[src/rtl/sc_backg_pkg.sv]
// Shared state encodings, shift-select codes and default shift periods for the
// background lane controller.
package sc_backg_pkg;

  typedef enum logic [2:0] {
    ST_IDLE    = 3'd0,
    ST_CLEAR   = 3'd1,
    ST_LOAD    = 3'd2,
    ST_WAIT    = 3'd3,
    ST_SHIFT   = 3'd4,
    ST_RESTORE = 3'd5
  } backg_state_e;

  localparam logic [1:0] SHSEL_HOLD  = 2'b00;
  localparam logic [1:0] SHSEL_LEFT  = 2'b01;
  localparam logic [1:0] SHSEL_RIGHT = 2'b10;

  // Default level periods in 50 MHz clocks; each level halves the period.
  localparam int unsigned PERIOD_L0_DEF = 12500000;
  localparam int unsigned PERIOD_L1_DEF = 6250000;
  localparam int unsigned PERIOD_L2_DEF = 3125000;
  localparam int unsigned PERIOD_L3_DEF = 1562500;

endpackage

[src/rtl/sc_backg_period_counter.sv]
// Shift-period counter: synchronous clear, count enable and a terminal-count
// flag raised when the count reaches period_i - 1.
module sc_backg_period_counter #(
  parameter int unsigned COUNT_WIDTH = 24
) (
  input  logic                   clk_i,
  input  logic                   rst_i,
  input  logic                   clr_i,
  input  logic                   en_i,
  input  logic [COUNT_WIDTH-1:0] period_i,
  output logic                   tc_o
);

  logic [COUNT_WIDTH-1:0] count_q;
  logic [COUNT_WIDTH-1:0] count_d;

  // NOTE: count_d gets a default first so this block can never infer a latch.
  always_comb begin
    count_d = count_q;
    if (clr_i) begin
      count_d = '0;
    end else if (en_i) begin
      count_d = count_q + COUNT_WIDTH'(1);
    end
  end

  // NOTE: flops use non-blocking assignments so every register samples the
  // pre-edge values of the others.
  always_ff @(posedge clk_i or posedge rst_i) begin
    if (rst_i) begin
      count_q <= '0;
    end else begin
      count_q <= count_d;
    end
  end

  assign tc_o = (count_q == (period_i - COUNT_WIDTH'(1)));

endmodule

[src/rtl/sc_backg_lane_ctrl.sv]
// Background lane controller: sequences clear/load/load2 and periodic
// left/right shifts of the lane register, with level-selected shift period.
module sc_backg_lane_ctrl
  import sc_backg_pkg::*;
#(
  parameter int unsigned COUNT_WIDTH = 24,
  parameter int unsigned PERIOD_L0   = PERIOD_L0_DEF,
  parameter int unsigned PERIOD_L1   = PERIOD_L1_DEF,
  parameter int unsigned PERIOD_L2   = PERIOD_L2_DEF,
  parameter int unsigned PERIOD_L3   = PERIOD_L3_DEF
) (
  input  logic       SC_RegBACKGTYPE_CLOCK_50,
  input  logic       SC_RegBACKGTYPE_RESET_InHigh,
  input  logic       start_InLow,
  input  logic       restore_InLow,
  input  logic       stop_InLow,
  input  logic       pause_InLow,
  input  logic [1:0] level_In,
  input  logic       direction_In,
  output logic       clear_OutLow,
  output logic       load_OutLow,
  output logic       load2_OutLow,
  output logic [1:0] shiftselection_Out,
  output logic       running_Out
);

  backg_state_e           state_q;
  backg_state_e           state_d;
  logic [COUNT_WIDTH-1:0] period_q;
  logic [COUNT_WIDTH-1:0] period_sel;
  logic                   cnt_tc;
  logic                   cnt_clr;
  logic                   cnt_en;
  logic                   expire;
  logic                   clear_q;
  logic                   load_q;
  logic                   load2_q;
  logic [1:0]             shsel_q;
  logic                   running_q;

  always_comb begin
    case (level_In)
      2'd0:    period_sel = COUNT_WIDTH'(PERIOD_L0);
      2'd1:    period_sel = COUNT_WIDTH'(PERIOD_L1);
      2'd2:    period_sel = COUNT_WIDTH'(PERIOD_L2);
      default: period_sel = COUNT_WIDTH'(PERIOD_L3);
    endcase
  end

  assign expire = (state_q == ST_WAIT) && pause_InLow && cnt_tc;

  // Request priority: start > stop > restore > period expiry.
  always_comb begin
    state_d = state_q;
    if (!start_InLow) begin
      state_d = ST_CLEAR;
    end else if (!stop_InLow) begin
      state_d = ST_IDLE;
    end else if (!restore_InLow && (state_q == ST_WAIT || state_q == ST_SHIFT)) begin
      state_d = ST_RESTORE;
    end else begin
      case (state_q)
        ST_CLEAR:                      state_d = ST_LOAD;
        ST_LOAD, ST_SHIFT, ST_RESTORE: state_d = ST_WAIT;
        ST_WAIT:                       if (expire) state_d = ST_SHIFT;
        default:                       state_d = state_q;
      endcase
    end
  end

  // The SHIFT cycle counts as the first cycle of the next period, so pulses
  // repeat every period_q clocks in steady state.
  assign cnt_clr = (state_d != ST_WAIT && state_d != ST_SHIFT) || expire;
  assign cnt_en  = pause_InLow && (state_q == ST_WAIT || state_q == ST_SHIFT);

  sc_backg_period_counter #(
    .COUNT_WIDTH (COUNT_WIDTH)
  ) u_period_counter (
    .clk_i    (SC_RegBACKGTYPE_CLOCK_50),
    .rst_i    (SC_RegBACKGTYPE_RESET_InHigh),
    .clr_i    (cnt_clr),
    .en_i     (cnt_en),
    .period_i (period_q),
    .tc_o     (cnt_tc)
  );

  // Outputs are registered decodes of the state register, so they trail it by
  // one clock and reset clears them immediately.
  always_ff @(posedge SC_RegBACKGTYPE_CLOCK_50 or posedge SC_RegBACKGTYPE_RESET_InHigh) begin
    if (SC_RegBACKGTYPE_RESET_InHigh) begin
      state_q   <= ST_IDLE;
      period_q  <= COUNT_WIDTH'(PERIOD_L0);
      clear_q   <= 1'b1;
      load_q    <= 1'b1;
      load2_q   <= 1'b1;
      shsel_q   <= SHSEL_HOLD;
      running_q <= 1'b0;
    end else begin
      state_q <= state_d;
      if (state_q == ST_LOAD || state_q == ST_SHIFT) begin
        period_q <= period_sel;
      end
      clear_q   <= (state_q != ST_CLEAR);
      load_q    <= (state_q != ST_LOAD);
      load2_q   <= (state_q != ST_RESTORE);
      shsel_q   <= (state_q == ST_SHIFT) ? (direction_In ? SHSEL_RIGHT : SHSEL_LEFT)
                                         : SHSEL_HOLD;
      running_q <= (state_q == ST_WAIT) || (state_q == ST_SHIFT) || (state_q == ST_RESTORE);
    end
  end

  assign clear_OutLow       = clear_q;
  assign load_OutLow        = load_q;
  assign load2_OutLow       = load2_q;
  assign shiftselection_Out = shsel_q;
  assign running_Out        = running_q;

endmodule

[config.mk]
export PLATFORM = sky130hd
export DESIGN_NAME = sc_backg_lane_ctrl
export DESIGN_NICKNAME = d
export VERILOG_FILES = /design/src/rtl/sc_backg_pkg.sv /design/src/rtl/sc_backg_period_counter.sv /design/src/rtl/sc_backg_lane_ctrl.sv
export SDC_FILE = /design/constraint.sdc
export NUM_CORES = 1
export LEC_CHECK = 0
export ABC_AREA = 1
export CAP_MARGIN = 20
export CORE_ASPECT_RATIO = 1.25
export CORE_MARGIN = 2
export CORE_UTILIZATION = 30
export CTS_CLUSTER_DIAMETER = 60
export DETAILED_ROUTE_END_ITERATION = 8
export DONT_BUFFER_PORTS = 1
export PLACE_DENSITY = 0.48
export SYNTH_ARGS = -nofsm -noshare
export SYNTH_HDL_FRONTEND = slang
export SYNTH_SLANG_ARGS = --single-unit
[constraint.sdc]
create_clock -name SC_RegBACKGTYPE_CLOCK_50 -period 4.5 [get_ports SC_RegBACKGTYPE_CLOCK_50]
set_clock_uncertainty 0.15 [all_clocks]
set_input_delay 0.9 -clock SC_RegBACKGTYPE_CLOCK_50 [delete_from_list [all_inputs] [get_ports SC_RegBACKGTYPE_CLOCK_50]]
set_output_delay 0.9 -clock SC_RegBACKGTYPE_CLOCK_50 [all_outputs]
set_load 0.01 [all_outputs]
==> impl_metrics.py, run 1 <==
metrics = {
    "setup_path": {
        "crit_path_start_kind": "flop",
        "worstPathMaxFanout": 24,
        "path_class": "flop to flop",
        "r2r_cells": 17,
        "cp.required_ns": 4.54,
        "ff2ff_setup_slack_ns": 2.27,
        "rr_endpoint": "u_period_counter.count_q[1]",
        "timing.rr.start": "period_q[7]",
        "crit_path_end_kind": "flop",
        "cp_data_arrival_time_ns": 2.27,
    },
    "detailed_routing": {
        "routedWlPerCell_um": 13.93,
        "drtIter0Drc": 74,
        "drc": 0,
        "totalWireLength_mm": 5.793,
        "vias": 1941,
        "dr.pass1.iters": 4,
        "vias_per_cell": 4.666,
        "ant_nets": 0,
    },
    "sta": {
        "whs_ns": 0.3491,
        "tightest_slew_ns": 0.9441,
        "finalSetupViolCount": 0,
        "rsz0062_at_grt": "false",
        "drv_slew": 0,
        "fin_crit_sh": 0.4958,
        "layout_min_cycle_time_ns": 2.231,
        "maxSlewHeadroom": 0.3697,
        "max_freq_mhz": 448.2,
        "hold_viol_final": 0,
        "setup_tns_ns": 0,
    },
    "global_route": {
        "gr-total-overflow": 0,
        "grt_pass1_vias": 1954,
        "grt_pass1_wl_mm": 9.597,
        "grt_usage": 0.1353,
        "grt_max_degree": 45,
        "antenna_found_initial": 0,
    },
    "yosys": {
        "syn_inst": 313,
        "synthFlopType": "dfrtp_1",
        "ys_seq_area_frac": 0.4379,
        "netlist_top_cells_area": "dfrtp_1 (36%), nand2_1 (11%), dfstp_2 (8.3%)",
        "ys_async_sr_fraction": 1.000,
        "yosysTopAreaCellShare": 0.3550,
        "synthMuxAreaShare": 0.003945,
        "synth_top_family_by_area": "simple AND/OR/NAND/NOR gates",
        "synth_seq_cells": 44,
        "syn_area_um2": 2537,
        "ys_warn_count": 0,
        "synth.most_common_cell": "nand2_1",
        "yosys.area.top_type": "dfrtp_1",
        "synth_area_per_cell_um2": 8.107,
        "synth_edf_count": 0,
        "synth_xor_xnor_area_share": 0.09665,
        "synth_compound_area_frac": 0.04734,
        "synth_common_cells": "nand2_1 (73), nor2_1 (44), dfrtp_1 (36)",
        "synthDistinctLibCells": 34,
        "synth_nets": 324,
        "yosys.area_share.simple": 0.3323,
        "synthAdderAreaFrac": 0.009862,
    },
    "outcome": {
        "outcome": "finished clean",
    },
    "worst_hold_path": {
        "worstHoldStart": "state_q[0]",
        "min_path_cells": 1,
        "hold_class": "flop to flop",
        "min_to": "clear_OutLow",
    },
    "power": {
        "powerDensity_nw_per_um2": 351.1,
        "switching_share": 0.2961,
        "ir_drop_v": 0.0001291,
        "p_seq_frac": 0.481,
        "clkPwrFrac": 0.338,
        "p_leak_nw": 1.165,
        "combPwrFrac": 0.181,
        "power_switching_uw": 285.8,
        "finalPower_uw": 965.2,
        "intPower_uw": 679.4,
    },
    "cells_and_area": {
        "n_antenna_cell": 0,
        "register_area_um2": 1111,
        "multi_input_area_um2": 1244,
        "final_nets": 329,
        "fillers": 888,
        "drive_above_1_share": 0.1818,
        "stdcell_area_um2": 2749,
        "area_growth_pct": 8.333,
    },
    "placed_design": {
        "post_dp_cell_area_um2": 2628,
        "place_congestion": 0.8823,
        "port-buffer-count": 0,
        "detailed_place_hpwl_mm": 4.362,
    },
    "floorplan": {
        "io_pins": 15,
        "coreArea_um2": 8240,
        "die_y_um": 106.8,
        "die-area_um2": 9215,
        "rows": 37,
        "initial_core_util": 0.3079,
        "die_w_um": 86.26,
    },
    "cts": {
        "clkTransAtPathRegs_ns": 0.09,
        "cts_root_buffer": "clkbuf_8",
        "clock_sinks": 44,
        "postCtsSetupRepairBufs": 0,
        "clock_latency_ns": 0.30,
        "cts_buffers": 5,
        "cts_buffer_depth": 2,
        "cts.htree.levels": 2,
        "postCtsHoldBufs": 0,
        "cts_tree": "built",
        "post_cts_resized": 0,
    },
    "flow_run": {
        "cap_violations": 0,
    },
}
registers in the layout, summed over array words and instances (netlist names):
register and flops:
u_period_counter.count_q 24, period_q 11, state_q 3, shiftselection_Out 2, clear_OutLow 1, load2_OutLow 1, load_OutLow 1, running_Out 1
how the worst max path moves through the flow:
stage / startpoint / end / cells past startpoint
floorplan: pause_InLow / u_period_counter.count_q[2] / 14
global placement: pause_InLow / u_period_counter.count_q[1] / 13
detailed placement: pause_InLow / u_period_counter.count_q[18] / 13
CTS: period_q[7] / u_period_counter.count_q[18] / 14
global route: period_q[7] / u_period_counter.count_q[19] / 17
finish: period_q[7] / u_period_counter.count_q[1] / 17
logic make-up after synthesis:
kind of cell | after synthesis
AO/OA/AOI/OAI | 20
buffers and inverters | 42
XOR/XNOR | 28
multiplexers | 1
adder cells (fa/ha/maj) | 2
AND/OR/NAND/NOR | 176
flip-flops | 44
power groups by stage:
stage	clock, mW	sequential, mW	combinational, mW
4_1_cts	0.343	0.465	0.176
5_1_grt	0.350	0.469	0.204
3_3_place_gp	0	0.472	0.176
6_report	0.326	0.465	0.174
3_5_place_dp	0	0.473	0.175
2_1_floorplan	0	0.463	0.146
stage by stage:
stage,setup WS (ns),utilization,std cells
detailed placement,2.119,0.3189,408
floorplan,2.299,-,313
global placement,2.151,0.3189,408
finish,2.269,0.3336,416
CTS,2.252,0.3336,416
global route,2.061,0.3336,416
worst max-delay path, stage by stage (launching register included):
cell and delay [ns]:
dfrtp_1 0.45, inv_2 0.12, ha_1 0.23, inv_1 0.06, nand2_1 0.08, nand2_1 0.05
nand2_1 0.05, nand2_1 0.05, nor2_1 0.09, nand2_1 0.07, nor2_2 0.09, nand3_2 0.10
nand2_1 0.07, nand2_1 0.06, nand2_2 0.08, nand2_4 0.07, nand2_8 0.17, nor2_1 0.07
routing by layer:
metal	up-vias	GRT usage	share of wire	wire length (um)
met1	917	0.1420	0.41	2358
met4	0	0.06473	0.031	178
met2	26	0.2536	0.54	3127
met5	-	0	0	0
met3	11	0.02617	0.022	129
li1	987	-	-	-
cell usage in the layout (no fill, tap or decap), types with 4 or more instances in the layout:
cell type  netlist  final
a21oi_1          4      4
nand3_1         16     16
clkbuf_8         0      6
nor2_1          44     44
dfrtp_1         36     36
xnor2_1          8      8
nor2_2          14     14
dfstp_2          8      8
nand3_2          4      4
inv_2           10     11
xor2_1          20     20
o21ai_0          6      6
inv_1           29     28
nand2_1         73     73
nor3_1           9      9
final cells by class:
cell class / instances / share of cell area
multi-input combinational: 227 / 0.4524
clock inverter: 2 / 0.01411
tap: 97 / 0.04415
inverter: 40 / 0.05507
sequential: 44 / 0.4042
clock buffer: 6 / 0.03004
Note: power is estimated with default switching activity, not from simulation.
==> run 2, diff against run 1 <==
--- a/config.mk
+++ b/config.mk
@@ -13,7 +13,7 @@
 export CTS_CLUSTER_DIAMETER = 60
 export DETAILED_ROUTE_END_ITERATION = 8
 export DONT_BUFFER_PORTS = 1
-export PLACE_DENSITY = 0.48
+export PLACE_DENSITY = 0.49
 export SYNTH_ARGS = -nofsm -noshare
 export SYNTH_HDL_FRONTEND = slang
 export SYNTH_SLANG_ARGS = --single-unit
==> constraint.sdc (replaced) <==
create_clock -name SC_RegBACKGTYPE_CLOCK_50 -period 2 [get_ports SC_RegBACKGTYPE_CLOCK_50]
set_clock_uncertainty 0.15 [all_clocks]
set_input_delay 0.4 -clock SC_RegBACKGTYPE_CLOCK_50 [delete_from_list [all_inputs] [get_ports SC_RegBACKGTYPE_CLOCK_50]]
set_output_delay 0.4 -clock SC_RegBACKGTYPE_CLOCK_50 [all_outputs]
set_load 0.01 [all_outputs]
==> impl_metrics.py, run 2 (same netlist as run 1, synthesis figures left out) <==
metrics = {
    "setup_path": {
        "rr_endpoint": "u_period_counter.count_q[16]",
        "cp_data_arrival_time_ns": 2.10,
        "slowest_stage": "dfrtp_1",
        "crit_buf_inv": 1,
        "cpLargestDelayFamily": "simple AND/OR/NAND/NOR gates",
        "worstPathMaxFanout": 6,
        "timing.rr.start": "period_q[7]",
        "crit_path_start_kind": "flop",
        "path_class": "flop to flop",
        "crit_path_start": "period_q[7]",
        "crit_path_end_kind": "flop",
        "critPathMaxStageDelay_ns": 0.37,
        "ff2ff_setup_slack_ns": -0.06,
        "r2r_cells": 14,
        "cp.required_ns": 2.05,
        "path_common_cell": "nand2_1",
        "worstPathCellList": "inv_2 > ha_4 > xor2_1 > nand3_1 > nor2_1 > nand2_1 > nor2_2 > nand3_2 > nand2_1 > nand2_1 > nand2_2 > nand2_8 > nand2_4 > nor2_1",
    },
    "cells_and_area": {
        "n_antenna_cell": 0,
        "layout_common_cells": "nand2_1 (72), nor2_1 (40), dfrtp_1 (36), buf_4 (30), inv_1 (25)",
        "top_regs": "u_period_counter.count_q (24), period_q (11), state_q (3)",
        "drive_above_1_share": 0.2809,
        "area_growth_pct": 22.04,
        "fin_util": 0.3758,
        "final_nets": 366,
        "largest_reg_flops": 24,
        "fin_cells": 453,
        "top_register": "u_period_counter.count_q",
        "final_common_cell": "nand2_1",
    },
    "global_route": {
        "antenna_found_initial": 0,
        "grt_usage": 0.1499,
        "gr-total-overflow": 0,
        "grt_pass1_wl_mm": 10.75,
        "grt_pass1_vias": 2255,
        "grt_max_degree": 24,
    },
    "power": {
        "ir_drop_v": 0.0002615,
        "p_leak_nw": 1.337,
        "powerDensity_nw_per_um2": 731.5,
        "finalPower_mw": 2.265,
    },
    "detailed_routing": {
        "vias": 2073,
        "routedWlPerCell_um": 13.73,
        "drc": 0,
        "vias_per_cell": 4.576,
        "dr.pass1.iters": 4,
        "ant_nets": 0,
        "totalWireLength_mm": 6.219,
        "drtIter0Drc": 70,
    },
    "sta": {
        "fin_ws_ns": -0.05503,
        "layout_min_cycle_time_ns": 2.055,
        "fin_crit_sh": 1.028,
        "whs_ns": 0.04128,
        "setup_tns_ns": -1.074,
        "finalSetupViolCount": 24,
        "hold_viol_final": 0,
        "rsz0062_at_grt": "true",
        "max_freq_mhz": 486.6,
        "maxSlewHeadroom": 0.6770,
        "drv_slew": 0,
        "tightest_slew_ns": 0.4838,
    },
    "cts": {
        "clkTransAtPathRegs_ns": 0.09,
        "cts_buffer_depth": 2,
        "clock_sinks": 44,
        "postCtsSetupRepairBufs": 0,
        "clock_latency_ns": 0.30,
        "cts_buffers": 5,
        "cts_tree": "built",
        "cts_root_buffer": "clkbuf_8",
        "cts.htree.levels": 2,
    },
    "worst_hold_path": {
        "min_path_cells": 2,
        "hold_class": "primary input to flop",
        "min_to": "shiftselection_Out[1]",
        "worstHoldStart": "direction_In",
    },
    "flow_run": {
        "cap_violations": 0,
    },
    "placed_design": {
        "dp_cells": 438,
        "detailed_place_hpwl_mm": 4.662,
        "place_congestion": 0.7951,
        "port-buffer-count": 0,
    },
    "floorplan": {
        "initial_core_util": 0.3079,
        "die-area_um2": 9215,
        "io_pins": 15,
        "die_w_um": 86.26,
        "coreArea_um2": 8240,
        "rows": 37,
        "die_y_um": 106.8,
    },
    "outcome": {
        "outcome": "complete, but fails checks",
        "violations": "negative setup slack",
    },
}
==> run 2: timing repair <==
item	CTS	global route
endpoints found under the setup margin	24	26
pin swaps	1	7
hold endpoints to repair	22	0
resized for setup	5	8
gates cloned	2	1
hold buffers	4	0
==> run 2: worst max path at each step <==
stage	endpoint	slack, ns	cells past startpoint
6_report	u_period_counter.count_q[16]	-0.06	14
5_1_grt	u_period_counter.count_q[21]	-0.21	14
4_1_cts	u_period_counter.count_q[2]	-0.05	15
3_5_place_dp	u_period_counter.count_q[1]	-0.06	14
3_3_place_gp	u_period_counter.count_q[18]	-0.04	14
2_1_floorplan	u_period_counter.count_q[2]	0.02	15
==> run 2: final cells by class <==
type	count	area (um2)
Multi-Input combinational cell	230	1334
Sequential cell	44	1111
Clock buffer	5	68.82
Tap cell	97	121.4
Timing Repair Buffer	34	265.3
Fill cell	874	5144
Inverter	40	153.9
Clock inverter	3	42.54
==> run 2: metrics by stage <==
step | setup slack, ns | instance area, um2
floorplan | 0.02244 | 2550
global placement | -0.04493 | 2865
detailed placement | -0.06146 | 2865
CTS | -0.04518 | 3053
global route | -0.2113 | 3097
finish | -0.05503 | 3097
==> run 2: where the power goes <==
part	internal, mW	total [mW]	leakage (nW)	switching [mW]
Combinational	0.225	0.516	0.714	0.291
Sequential	0.973	1.04	0.569	0.0656
Clock	0.370	0.711	0.0541	0.340
==> run 2: metal layers <==
metal  wire (um)  vias to the layer above  track usage  part of all wire
met4         181                        0      0.05692             0.029
li1            -                     1065            -                 -
met2        3276                       24       0.2746              0.53
met5           0                        -            0                 0
met1        2604                      971       0.1706              0.42
met3         156                       13      0.02694             0.025
==> run 3, diff against run 2 <==
--- a/config.mk
+++ b/config.mk
@@ -7,7 +7,6 @@
 export LEC_CHECK = 0
 export ABC_AREA = 1
 export CAP_MARGIN = 20
-export CORE_ASPECT_RATIO = 1.25
 export CORE_MARGIN = 2
 export CORE_UTILIZATION = 30
 export CTS_CLUSTER_DIAMETER = 60
==> impl_metrics.py, run 3 (same netlist as run 1, synthesis figures left out) <==
metrics = {
    "global_route": {
        "grt_max_degree": 45,
        "gr-total-overflow": 0,
        "grt_usage": 0.1503,
        "antenna_found_initial": 0,
        "grt_pass1_vias": 2126,
        "grt_pass1_wl_mm": 10.48,
    },
    "sta": {
        "finalSetupViolCount": 24,
        "drv_slew": 0,
        "maxSlewHeadroom": 0.6143,
        "fin_ws_ns": -0.06821,
        "layout_min_cycle_time_ns": 2.068,
        "tightest_slew_ns": 0.5786,
        "hold_viol_final": 0,
        "fin_crit_sh": 1.034,
        "setup_tns_ns": -1.382,
        "rsz0062_at_grt": "true",
        "max_freq_mhz": 483.5,
    },
    "floorplan": {
        "rows": 33,
        "initial_core_util": 0.3088,
        "die-area_um2": 9209,
        "io_pins": 15,
        "die_y_um": 95.97,
        "coreArea_um2": 8217,
        "die_w_um": 95.97,
    },
    "cells_and_area": {
        "n_antenna_cell": 0,
        "register_area_um2": 1112,
        "layout_common_cells": "nand2_1 (72), nor2_1 (35), dfrtp_1 (35), buf_4 (28), inv_1 (26)",
        "final_common_cell": "nand2_1",
        "top_register": "u_period_counter.count_q",
        "stdcell_area_um2": 3143,
        "drive_above_1_share": 0.2930,
        "fillers": 845,
        "area_growth_pct": 23.87,
        "top_regs": "u_period_counter.count_q (24), period_q (11), state_q (3)",
        "multi_input_area_um2": 1370,
        "final_nets": 365,
        "largest_reg_flops": 24,
    },
    "detailed_routing": {
        "drtIter0Drc": 84,
        "vias_per_cell": 4.528,
        "drc": 0,
        "ant_nets": 0,
        "routedWlPerCell_um": 13.57,
        "totalWireLength_mm": 6.242,
        "vias": 2083,
        "dr.pass1.iters": 4,
    },
    "placed_design": {
        "place_congestion": 0.8378,
        "port-buffer-count": 0,
        "post_dp_cell_area_um2": 2845,
        "detailed_place_hpwl_mm": 4.506,
    },
    "outcome": {
        "violations": "negative setup slack",
        "outcome": "complete, but fails checks",
    },
    "cts": {
        "cts_buffer_depth": 2,
        "clock_sinks": 44,
        "clock_latency_ns": 0.30,
        "cts.htree.levels": 2,
        "cts_root_buffer": "clkbuf_8",
        "cts_buffers": 5,
        "cts_tree": "built",
        "clkTransAtPathRegs_ns": 0.09,
    },
    "setup_path": {
        "cp.required_ns": 2.04,
        "r2r_cells": 14,
        "worstPathMaxFanout": 6,
        "path_class": "flop to flop",
        "cp_data_arrival_time_ns": 2.11,
        "crit_path_start_kind": "flop",
        "crit_path_end_kind": "flop",
    },
    "flow_run": {
        "cap_violations": 0,
    },
    "power": {
        "ir_drop_v": 0.0003727,
        "powerDensity_nw_per_um2": 725.1,
        "p_leak_nw": 1.333,
    },
    "worst_hold_path": {
        "min_path_cells": 2,
        "hold_class": "primary input to flop",
    },
}
==> run 3: report_power, final <==
| part | internal (mW) | switching (mW) |
|---|---|---|
| combinational | 0.242 | 0.307 |
| sequential | 0.973 | 0.0679 |
| clock | 0.371 | 0.319 |
| total | 1.59 | 0.693 |
==> run 3: worst paths after layout <==
check	start	end	slack, ns
setup / recovery	period_q[7]	u_period_counter.count_q[22]	-0.07
hold / removal	direction_In	shiftselection_Out[1]	0.05
setup reg to reg	period_q[7]	u_period_counter.count_q[22]	-0.07
hold reg to reg	period_q[15]	period_q[15]	0.37
max in group asynchronous	SC_RegBACKGTYPE_RESET_InHigh	u_period_counter.count_q[2]	0.73
min in group asynchronous	SC_RegBACKGTYPE_RESET_InHigh	period_q[3]	0.54
==> run 3: final cells by class <==
| class | instances | share of cell area |
|---|---|---|
| Multi-Input combinational cell | 230 | 0.4359 |
| Sequential cell | 44 | 0.3539 |
| Timing Repair Buffer | 33 | 0.08599 |
| Inverter | 40 | 0.04817 |
| Tap cell | 105 | 0.04180 |
| Clock buffer | 6 | 0.02309 |
| Clock inverter | 2 | 0.01115 |
==> run 3: timing repair <==
action | 4_1_cts | 5_1_grt
hold buffers | 4 | 0
pin swaps | 8 | 8
hold endpoints to repair | 38 | 0
cloned | 3 | 0
setup buffers | 3 | 0
setup endpoints to repair | 24 | 25
resized for setup | 11 | 10
==> run 3: stage by stage <==
stage / total power, mW / cells / util / setup WS, ns / hold WS (ns)
after global placement: 1.531 / 442 / 0.3463 / -0.08076 / 0.3167
after global routing: 2.423 / 460 / 0.3825 / -0.1997 / 0.04029
final: 2.279 / 460 / 0.3825 / -0.06821 / 0.04567
after detailed placement: 1.537 / 442 / 0.3463 / -0.09959 / 0.3179
after floorplan: 1.385 / 313 / - / 0.02244 / 0.2942
after CTS: 2.304 / 460 / 0.3790 / -0.05200 / 0.03617
==> run 3: worst max-delay path: stages (launching register included) <==
cell and delay (ns):
dfrtp_1 0.37, inv_2 0.06, ha_4 0.26, xor2_1 0.14, nand3_1 0.08, nor2_1 0.12
nand2_1 0.08, nor2_2 0.09, nand3_2 0.09, nand2_1 0.07, nand2_1 0.05, nand2_2 0.11
nand2_8 0.12, nand2_8 0.12, nor2_1 0.05
==> run 3: layer usage <==
layer,GRT usage,vias to the layer above,wire length [um]
met5,0,-,0
met3,0.02741,7,190
li1,-,1067,-
met2,0.2465,29,3013
met1,0.2018,980,2954
met4,0.04524,0,84
